<file path="src/rtl/mem_port_arbiter.sv">
// mem_port_arbiter: shares the external memory bus between the fetch and
// memstage data requesters. Each transaction runs as address phase, then an
// optional write-data phase (stores) or a BEATS-long read fill (loads), and
// ends with a one-cycle done pulse to the owner.
//
// state  | meaning
// -------+--------------------------------------------------------------
// IDLE   | no transaction; arbitrate and capture the winning request
// ADDR   | address phase on the bus, waiting for bus_reqack
// WDATA  | store data phase on the bus, waiting for bus_reqack
// RESP   | collecting read beats, forwarding each accepted beat
// DONE   | done pulse visible to the owner; back to IDLE next cycle
module mem_port_arbiter #(
  parameter int DATA_W = 64,
  parameter int BEATS  = 8
) (
  input  logic                       clk,
  input  logic                       reset_n,
  input  logic                       fetch_req,
  input  logic [DATA_W-1:0]          fetch_addr,
  input  logic                       data_req,
  input  logic [DATA_W-1:0]          data_addr,
  input  logic                       data_we,
  input  logic [DATA_W-1:0]          data_wdata,
  output logic                       fetch_done,
  output logic                       data_done,
  output logic                       resp_valid,
  output logic                       resp_owner,
  output logic [$clog2(BEATS)-1:0]   resp_beat,
  output logic [DATA_W-1:0]          resp_data,
  output logic                       bus_reqcyc,
  output logic [DATA_W-1:0]          bus_req,
  output logic [1:0]                 bus_reqtag,
  input  logic                       bus_reqack,
  input  logic                       bus_respcyc,
  input  logic [DATA_W-1:0]          bus_resp,
  output logic                       bus_respack
);

  localparam int BW = $clog2(BEATS);

  typedef enum logic [2:0] {
    S_IDLE,
    S_ADDR,
    S_WDATA,
    S_RESP,
    S_DONE
  } state_t;

  state_t              state_q;
  logic                owner_q;       // 0 = fetch, 1 = data
  logic                we_q;
  logic [DATA_W-1:0]   wdata_q;
  logic [BW-1:0]       beat_q;
  logic                last_grant_q;  // 1 = data was granted last
  logic                bus_reqcyc_q;
  logic [DATA_W-1:0]   bus_req_q;     // doubles as the captured address
  logic [1:0]          bus_reqtag_q;
  logic                fetch_done_q;
  logic                data_done_q;

  logic                owner_d;
  logic                we_d;
  logic [DATA_W-1:0]   addr_d;
  logic                resp_fire;

  // Round-robin pick: on a tie the requester not granted last wins.
  always_comb begin
    owner_d = data_req & (~fetch_req | ~last_grant_q);
    we_d    = owner_d & data_we;
    addr_d  = owner_d ? data_addr : fetch_addr;
  end

  // Response beats are only accepted and forwarded while collecting a fill.
  assign resp_fire   = (state_q == S_RESP) && bus_respcyc;
  assign bus_respack = resp_fire;
  assign resp_valid  = resp_fire;
  assign resp_owner  = resp_fire & owner_q;
  assign resp_beat   = resp_fire ? beat_q : '0;
  assign resp_data   = resp_fire ? bus_resp : '0;

  assign bus_reqcyc  = bus_reqcyc_q;
  assign bus_req     = bus_req_q;
  assign bus_reqtag  = bus_reqtag_q;
  assign fetch_done  = fetch_done_q;
  assign data_done   = data_done_q;

  // Transaction sequencer with registered bus request and done outputs.
  always_ff @(posedge clk or negedge reset_n) begin
    if (!reset_n) begin
      state_q      <= S_IDLE;
      owner_q      <= 1'b0;
      we_q         <= 1'b0;
      wdata_q      <= '0;
      beat_q       <= '0;
      last_grant_q <= 1'b1;
      bus_reqcyc_q <= 1'b0;
      bus_req_q    <= '0;
      bus_reqtag_q <= '0;
      fetch_done_q <= 1'b0;
      data_done_q  <= 1'b0;
    end else begin
      fetch_done_q <= 1'b0;
      data_done_q  <= 1'b0;
      case (state_q)
        S_IDLE: begin
          if (fetch_req || data_req) begin
            owner_q      <= owner_d;
            last_grant_q <= owner_d;
            we_q         <= we_d;
            wdata_q      <= data_wdata;
            bus_reqcyc_q <= 1'b1;
            bus_req_q    <= addr_d;
            bus_reqtag_q <= {we_d, owner_d};
            state_q      <= S_ADDR;
          end
        end
        S_ADDR: begin
          if (bus_reqack) begin
            if (we_q) begin
              bus_req_q <= wdata_q;
              state_q   <= S_WDATA;
            end else begin
              bus_reqcyc_q <= 1'b0;
              bus_req_q    <= '0;
              bus_reqtag_q <= '0;
              state_q      <= S_RESP;
            end
          end
        end
        S_WDATA: begin
          if (bus_reqack) begin
            bus_reqcyc_q <= 1'b0;
            bus_req_q    <= '0;
            bus_reqtag_q <= '0;
            fetch_done_q <= ~owner_q;
            data_done_q  <= owner_q;
            state_q      <= S_DONE;
          end
        end
        S_RESP: begin
          if (bus_respcyc) begin
            if (beat_q == BW'(BEATS - 1)) begin
              beat_q       <= '0;
              fetch_done_q <= ~owner_q;
              data_done_q  <= owner_q;
              state_q      <= S_DONE;
            end else begin
              beat_q <= beat_q + BW'(1);
            end
          end
        end
        S_DONE: begin
          state_q <= S_IDLE;
        end
        default: begin
          state_q <= S_IDLE;
        end
      endcase
    end
  end

endmodule

</file>
<file path="config.mk">
export PLATFORM = sky130hd
export DESIGN_NAME = mem_port_arbiter
export DESIGN_NICKNAME = d
export VERILOG_FILES = /design/src/rtl/mem_port_arbiter.sv
export SDC_FILE = /design/constraint.sdc
export NUM_CORES = 1
export LEC_CHECK = 0
export BUFFER_PORTS_ARGS = -buffer_cell sky130_fd_sc_hd__buf_2
export CORE_AREA = 2 2 154 156
export DETAILED_ROUTE_END_ITERATION = 8
export DIE_AREA = 0 0 156 158
export HOLD_SLACK_MARGIN = 0.15
export PLACE_DENSITY_LB_ADDON = 0.3
export SETUP_SLACK_MARGIN = 0.3
export SYNTH_ARGS = -nofsm -noshare
export SYNTH_HDL_FRONTEND = slang
export SYNTH_SLANG_ARGS = --single-unit
</file>
<file path="constraint.sdc">
create_clock -name clk -period 4.5 [get_ports clk]
set_clock_uncertainty 0.2 [all_clocks]
set_input_delay 0.675 -clock clk [delete_from_list [all_inputs] [get_ports clk]]
set_output_delay 0.675 -clock clk [all_outputs]
set_load 0.05 [all_outputs]
</file>
==> results of run 1 <==
[synth_stat cells (all sizes together), types with 2 or more instances]
cell type	instances
nor2b	2
ha	3
mux2i	64
and2	69
a2bb2oi	64
clkbuf	15
a31oi	2
nand2b	2
nor4	2
nand2	198
dfrtp	141
a21o	4
mux2	3
buf	46
a21oi	64
nor2	70
nor3	3
[per-stage QoR]
| stage | total power [mW] | instance area (µm²) |
|---|---|---|
| finish | 8.25 | 9970 |
| global placement | 6.83 | 9360 |
| floorplan | 5.81 | 7160 |
| detailed placement | 6.92 | 9360 |
| CTS | 8.36 | 9960 |
| global route | 8.80 | 9960 |
[how the worst max path moves through the flow]
stage,startpoint,to,slack (ns)
after floorplan,bus_respcyc,resp_data[54],1.51
after global placement,bus_respcyc,resp_data[21],1.35
after detailed placement,bus_respcyc,resp_data[46],1.31
after CTS,state_q[1]$_DFFE_PN0P_,resp_data[21],0.93
after global routing,state_q[1]$_DFFE_PN0P_,resp_data[8],0.71
final,state_q[1]$_DFFE_PN0P_,resp_data[35],0.93
[worst max-delay path, delay by kind of cell, from the launching register on]
| kind | cells | cell delay (ns) |
|---|---|---|
| AND/OR/NAND/NOR | 3 | 1.32 |
| flip-flops | 1 | 0.64 |
| buffers and inverters | 1 | 0.28 |
[final cells by class]
| type | instances | area (µm²) | area share |
|---|---|---|---|
| Antenna cell | 4 | 10.0 | 0.00100 |
| Clock buffer | 18 | 439 | 0.0441 |
| Multi-Input combinational cell | 561 | 3290 | 0.330 |
| Sequential cell | 142 | 3550 | 0.357 |
| Tap cell | 290 | 363 | 0.0364 |
| Timing Repair Buffer | 412 | 2160 | 0.217 |
| Clock inverter | 14 | 151 | 0.0152 |
[per-layer routing]
layer / wire, µm / global-route usage
met3: 1590 / 0.0498
met2: 12800 / 0.350
met5: 24 / 0
met1: 9230 / 0.207
met4: 739 / 0.0861
[sequential cells by signal, summed over array words and instances (netlist names), 2 cells and up]
register / cells
beat_q: 3
bus_req: 64
bus_reqtag: 2
state_q: 3
wdata_q: 64
[cells by family (layout without fill, tap and decap cells)]
logic type / Yosys count / after routing
other cells: 0 / 4
mux: 67 / 67
simple gates: 352 / 352
flops: 142 / 142
compound gates: 138 / 138
buf+inv: 61 / 444
xor+xnor: 1 / 1
fa+ha+maj: 3 / 3
[cells in the final DEF, fill, tap and decap left out, drive strengths merged, types with 2 or more instances in the layout]
cell type,instances
nand2b,2
nor4,2
nor2,70
nor3,3
dfrtp,141
diode,4
a2bb2oi,64
a21o,4
inv,7
a21oi,64
buf,411
clkinv,5
a31oi,2
mux2,3
ha,3
and2,69
nand2,198
mux2i,64
clkbuf,18
nor2b,2
[power breakdown]
group          internal, mW  switching (mW)
Sequential             1.93           0.372
Clock                 0.799           0.610
Combinational          1.43            3.11
[what timing repair did]
action	in CTS	in global routing
hold buffers	1	0
resized for setup	0	0
endpoints found under the hold margin	5	0
==> flow_metrics.py, run 1 <==
metrics = {
    "worst_setup_path": {
        "cp_slowest_stage_delay_ns": 0.87,
        "worstSetupPathType": "flop to output port",
        "r2r.worst_path.cells": 5,
        "cp.arrival_ns": 2.70,
        "crit_chain": "nand2b_1, nor2_4, and2_1, buf_2",
        "rrSetupSlack_ns": 1.78,
        "required_ns": 3.62,
        "path_max_fanout": 73,
        "cp-end-kind": "output port",
        "cp_slowest_cell": "nor2_4",
        "cp-start-kind": "flop",
        "worst_r2r_endpoint": "bus_req[11]$_DFFE_PN0P_",
        "r2r_start": "state_q[0]$_DFFE_PN0P_",
    },
    "grt": {
        "grt_start_max_net_pins": 85,
        "grt_use_total": 0.191,
        "grt.overflow.total": 0,
        "grt_pass1_wl_um": 35600,
        "grt_pass1_vias": 6388,
        "antenna_found_initial": 8,
    },
    "logic_synthesis": {
        "synthSimpleGateAreaFrac": 0.217,
        "muxShareOfSynthArea": 0.0942,
        "synth_xor_area_frac": 0.00122,
        "synth_compound_area_frac": 0.137,
        "ys_async_sr_fraction": 1.00,
        "synthTopCellsByArea": "dfrtp_1 (49%), nand2_1 (10%), mux2i_1 (9.0%)",
        "ys_seq_area_frac": 0.497,
        "syn_nets": 1030,
        "yosys.area.top_type_share": 0.493,
        "synth_cells": 764,
        "synth_fa_ha_area_frac": 0.00524,
        "yosysWarnings": 0,
        "yosysTopAreaCell": "dfrtp_1",
        "ys_ff_latch": 142,
        "synthDistinctLibCells": 35,
        "syn_avg_cell_area_um2": 9.37,
        "synth_edf_count": 0,
        "synthFlopType": "dfrtp_1",
        "synthesis.area_mm2": 0.00716,
        "synth_top_family_by_area": "simple AND/OR/NAND/NOR gates",
    },
    "detailed_routing": {
        "vias": 6724,
        "drt_iter0_drc": 239,
        "routedWlPerCell_um": 16.9,
        "postRouteAntennaNets": 0,
        "vias_per_cell": 4.67,
        "routed_wl_um": 24400,
        "drc_errors": 0,
        "first_pass_iters": 4,
    },
    "flow_run": {
        "cap_violations": 0,
    },
    "sta": {
        "tightestPinTransition_ns": 1.14,
        "slew_violations": 0,
        "setup_viol": 0,
        "setup_ws_ns": 0.926,
        "relSlewSlack": 0.239,
        "min_period_over_period": 0.794,
        "hold_viol": 0,
        "fin_hold_ws_ns": 0.240,
        "fmaxAchievable_ghz": 0.280,
        "grt_setup_unrepaired": "false",
        "tns_ns": 0,
        "fin_crit_ns": 3.57,
    },
    "die": {
        "dieArea_mm2": 0.0246,
        "initial_core_util": 0.310,
        "core_area_mm2": 0.0231,
        "rows": 56,
        "dieHeight_um": 158,
        "ios": 402,
        "die_x_um": 156,
    },
    "min_path": {
        "min_from": "data_wdata[58]",
        "hold_depth": 3,
        "whs_endpoint": "wdata_q[58]$_DFFE_PN0P_",
        "min_path_type": "input port to flop",
    },
    "cells_and_area": {
        "syn_to_final_growth_pct": 39.3,
        "drive_gt1_frac": 0.398,
        "utilization": 0.432,
        "n_fill_cell": 2347,
        "fin_cells": 1441,
        "num-nets-final": 1400,
    },
    "clocking": {
        "cts_num_sinks": 142,
        "postCtsSetupRepairBufs": 0,
        "root_buffer": "clkbuf_16",
        "clockBufferDepth": 2,
        "tritoncts": "built",
        "h-tree-depth": 4,
        "clk_latency_ns": 0.42,
        "path_clk_slew_ns": 0.07,
        "cts_made_buffers": 17,
    },
    "placement": {
        "dp_slack_ns": 1.31,
        "place_congestion": 0.860,
        "dp_cells": 1404,
        "numPortBuffers": 401,
        "dpl.hpwl_um": 17900,
    },
    "power": {
        "power.density_mw_per_mm2": 828,
        "p_leak_nw": 5.39,
        "peakVddDrop_v": 0.000422,
    },
    "status": {
        "outcome": "complete, no violations",
    },
}
Note: power is estimated with default switching activity, not from simulation.
==> run 2, diff against run 1 <==
Settings changed: ABC_AREA from default to 1, CORE_AREA 2 2 154 156 to 2 2 156 158, DIE_AREA 0 0 156 158 to 0 0 158 160.
Clock period 4.5 ns to 3.1 ns, I/O delays scaled along.
==> run 2 against run 1 <==
  * Total power is 30% higher
  * Via count is 30% higher
  * Flip-flop and latch count stayed put
  * Count of clock-buffer cells in the layout is 1 lower
  * Register-to-register slack worse by 0.99 ns
  * Clock power is 40% higher
  * First-iteration DRC count is 82% higher
  * Area after synthesis is 9.2% higher
  * Final cell count is 36% higher
  * Global-route usage is 2.7 points higher
  * Synthesized cell count is 55% higher
  * Critical path type unchanged
  * Sequential power is 38% higher
==> flow_metrics.py, run 2 <==
metrics = {
    "status": {
        "outcome": "complete, no violations",
    },
    "worst_setup_path": {
        "cp-start-kind": "flop",
        "rrSetupSlack_ns": 0.79,
        "cp.arrival_ns": 2.05,
        "path_buf_inv": 3,
        "cp_slowest_cell": "dfrtp_1",
        "cp_slowest_stage_delay_ns": 0.46,
        "required_ns": 2.43,
        "cp-end-kind": "output port",
        "worstSetupPathType": "flop to output port",
        "crit_chain": "inv_1, nand2_1, nor2_2, nand2_4, buf_12, nor2_1, buf_2",
        "r2r_start": "state_q[0]$_DFFE_PN0P_",
        "critical-path-top-delay-family": "buffers and inverters",
        "crit_path_start": "state_q[2]$_DFFE_PN0P_",
        "path_max_fanout": 57,
    },
    "placement": {
        "numPortBuffers": 401,
        "dpl.hpwl_um": 19800,
        "dp_cells": 1853,
        "place_congestion": 0.868,
    },
    "logic_synthesis": {
        "post-synth-top-count-cell": "nand2_1",
        "ys_async_sr_fraction": 1.00,
        "syn_avg_cell_area_um2": 6.61,
        "syn_nets": 1449,
        "yosysWarnings": 0,
        "yosysTopAreaCell": "dfrtp_1",
        "synthFlopType": "dfrtp_1",
        "ys_ff_latch": 142,
        "ys_seq_area_frac": 0.455,
        "yosys.area.top_type_share": 0.451,
        "synthTopCellsByArea": "dfrtp_1 (45%), nand2_1 (35%), nand3_1 (4.5%)",
        "synthDistinctLibCells": 21,
        "synth_edf_count": 0,
        "synth_cells": 1183,
        "netlist_top_cells_count": "nand2_1 (731), dfrtp_1 (141), inv_1 (75)",
        "synthesis.area_mm2": 0.00781,
    },
    "sta": {
        "setup_viol": 0,
        "fmaxAchievable_ghz": 0.368,
        "tns_ns": 0,
        "grt_setup_unrepaired": "false",
        "min_period_over_period": 0.876,
        "hold_viol": 0,
        "fin_crit_ns": 2.72,
        "slew_violations": 0,
        "tightestPinTransition_ns": 0.782,
        "relSlewSlack": 0.479,
    },
    "clocking": {
        "h-tree-depth": 4,
        "cts_made_buffers": 17,
        "root_buffer": "clkbuf_16",
        "tritoncts": "built",
        "path_clk_slew_ns": 0.07,
        "postCtsSetupRepairBufs": 0,
        "cts_num_sinks": 142,
        "clk_latency_ns": 0.42,
        "clockBufferDepth": 2,
    },
    "detailed_routing": {
        "vias_per_cell": 4.47,
        "drc_errors": 0,
        "vias": 8725,
        "routedWlPerCell_um": 14.3,
        "routed_wl_um": 28000,
        "postRouteAntennaNets": 0,
        "first_pass_iters": 5,
        "drt_iter0_drc": 435,
    },
    "die": {
        "rows": 57,
        "core_area_mm2": 0.0238,
        "die_x_um": 158,
        "initial_core_util": 0.328,
        "ios": 402,
        "dieArea_mm2": 0.0253,
        "dieHeight_um": 160,
    },
    "cells_and_area": {
        "multiInputGateArea_mm2": 0.00354,
        "final_cell_mix": "nand2_1 (728), buf_2 (384), dfrtp_1 (139)",
        "drive_gt1_frac": 0.285,
        "num-nets-final": 1881,
        "layout_commonest_cell": "nand2_1",
        "utilization": 0.473,
        "syn_to_final_growth_pct": 44.3,
        "seq_area_mm2": 0.00356,
        "n_fill_cell": 2485,
        "fin_cells": 1954,
    },
    "min_path": {
        "min_from": "fetch_addr[18]",
        "min_path_type": "input port to flop",
    },
    "grt": {
        "antenna_found_initial": 2,
        "grt_use_total": 0.218,
        "grt_pass1_wl_um": 42700,
        "grt_start_max_net_pins": 68,
        "grt_pass1_vias": 8287,
        "grt.overflow.total": 0,
    },
    "flow_run": {
        "cap_violations": 0,
    },
    "power": {
        "p_sw_frac": 0.515,
        "peakVddDrop_v": 0.000555,
        "pwr-share-comb": 0.520,
        "power.density_mw_per_mm2": 954,
        "clkPwrFrac": 0.184,
        "p_total_mw": 10.8,
        "seqPwrFrac": 0.295,
        "switching_power_mw": 5.54,
        "internal_power_mw": 5.22,
        "p_leak_nw": 7.08,
    },
}
run 2: cell types whose count changed in the layout (fill, tap and decap cells not counted), moves of 9 or more:
cell,previous run,this run
and2_1,69,0
dlygate4sd3_1,1,67
buf_4,5,14
nand2_1,198,728
mux2i_1,64,0
inv_1,0,75
nand3_1,1,69
buf_2,400,384
a21oi_1,64,2
a2bb2oi_1,64,0
run 2: worst register-to-register path, stage by stage, from the launching register on:
cell     delay, ns
dfrtp_2       0.46
inv_2         0.14
nand2_1       0.08
a21oi_1       0.25
nand3_2       0.12
inv_2         0.23
buf_4         0.53
nand2_1       0.16
nand2_1       0.09
run 2: cell families (layout without fill, tap and decap cells):
| logic type | after synthesis | after routing | share of synthesized area |
|---|---|---|---|
| simple gates | 880 | 880 | 0.438 |
| buf+inv | 148 | 593 | 0.0953 |
| flops | 142 | 142 | 0.455 |
| compound gates | 10 | 10 | 0.00689 |
| fa+ha+maj | 3 | 3 | 0.00480 |
| other cells | 0 | 2 | 0 |
run 2: final cells by class:
cell class / count / area share
Clock buffer: 17 / 0.0377
Timing Repair Buffer: 481 / 0.257
Sequential cell: 142 / 0.315
Multi-Input combinational cell: 893 / 0.314
Clock inverter: 15 / 0.0124
Inverter: 80 / 0.0266
Antenna cell: 2 / 0.000444
Tap cell: 324 / 0.0359
run 2: power groups by stage:
stage / Clock [mW] / Sequential [mW] / Combinational (mW)
floorplan: 0 / 4.35 / 3.09
global placement: 0 / 3.19 / 5.51
detailed placement: 0 / 3.19 / 5.59
CTS: 2.03 / 3.17 / 5.67
global route: 2.12 / 3.28 / 6.21
finish: 1.98 / 3.18 / 5.60
run 2: layer usage:
metal / vias to the layer above / global-route usage / routed length [µm]
met2: 329 / 0.380 / 14100
met4: 0 / 0.0823 / 750
met5: - / 0 / 0
met1: 3957 / 0.263 / 11500
li1: 4396 / - / -
met3: 43 / 0.0461 / 1680
run 2: timing repair:
item                       in CTS  in global routing
setup endpoints to repair      24                 57
hold buffers                   67                  0
hold endpoints to repair      127                  0
resized for setup              13                 11
run 2: stage by stage:
step	worst slack (ns)	instance area [µm²]	hold slack [ns]
detailed placement	0.606	9970	0.258
CTS	0.307	11200	0.209
global placement	0.636	9970	0.253
finish	0.384	11300	0.217
global route	0.300	11300	0.222
floorplan	0.668	7820	-0.0306
run 2: final timing paths:
path | cells past startpoint | end
setup / recovery | 7 | resp_data[34]
hold / removal | 7 | bus_req[18]$_DFFE_PN0P_
setup reg to reg | 8 | bus_req[36]$_DFFE_PN0P_
hold reg to reg | 2 | wdata_q[43]$_DFFE_PN0P_
max in group asynchronous | 3 | last_grant_q$_DFFE_PN1P_
min in group asynchronous | 2 | bus_req[38]$_DFFE_PN0P_
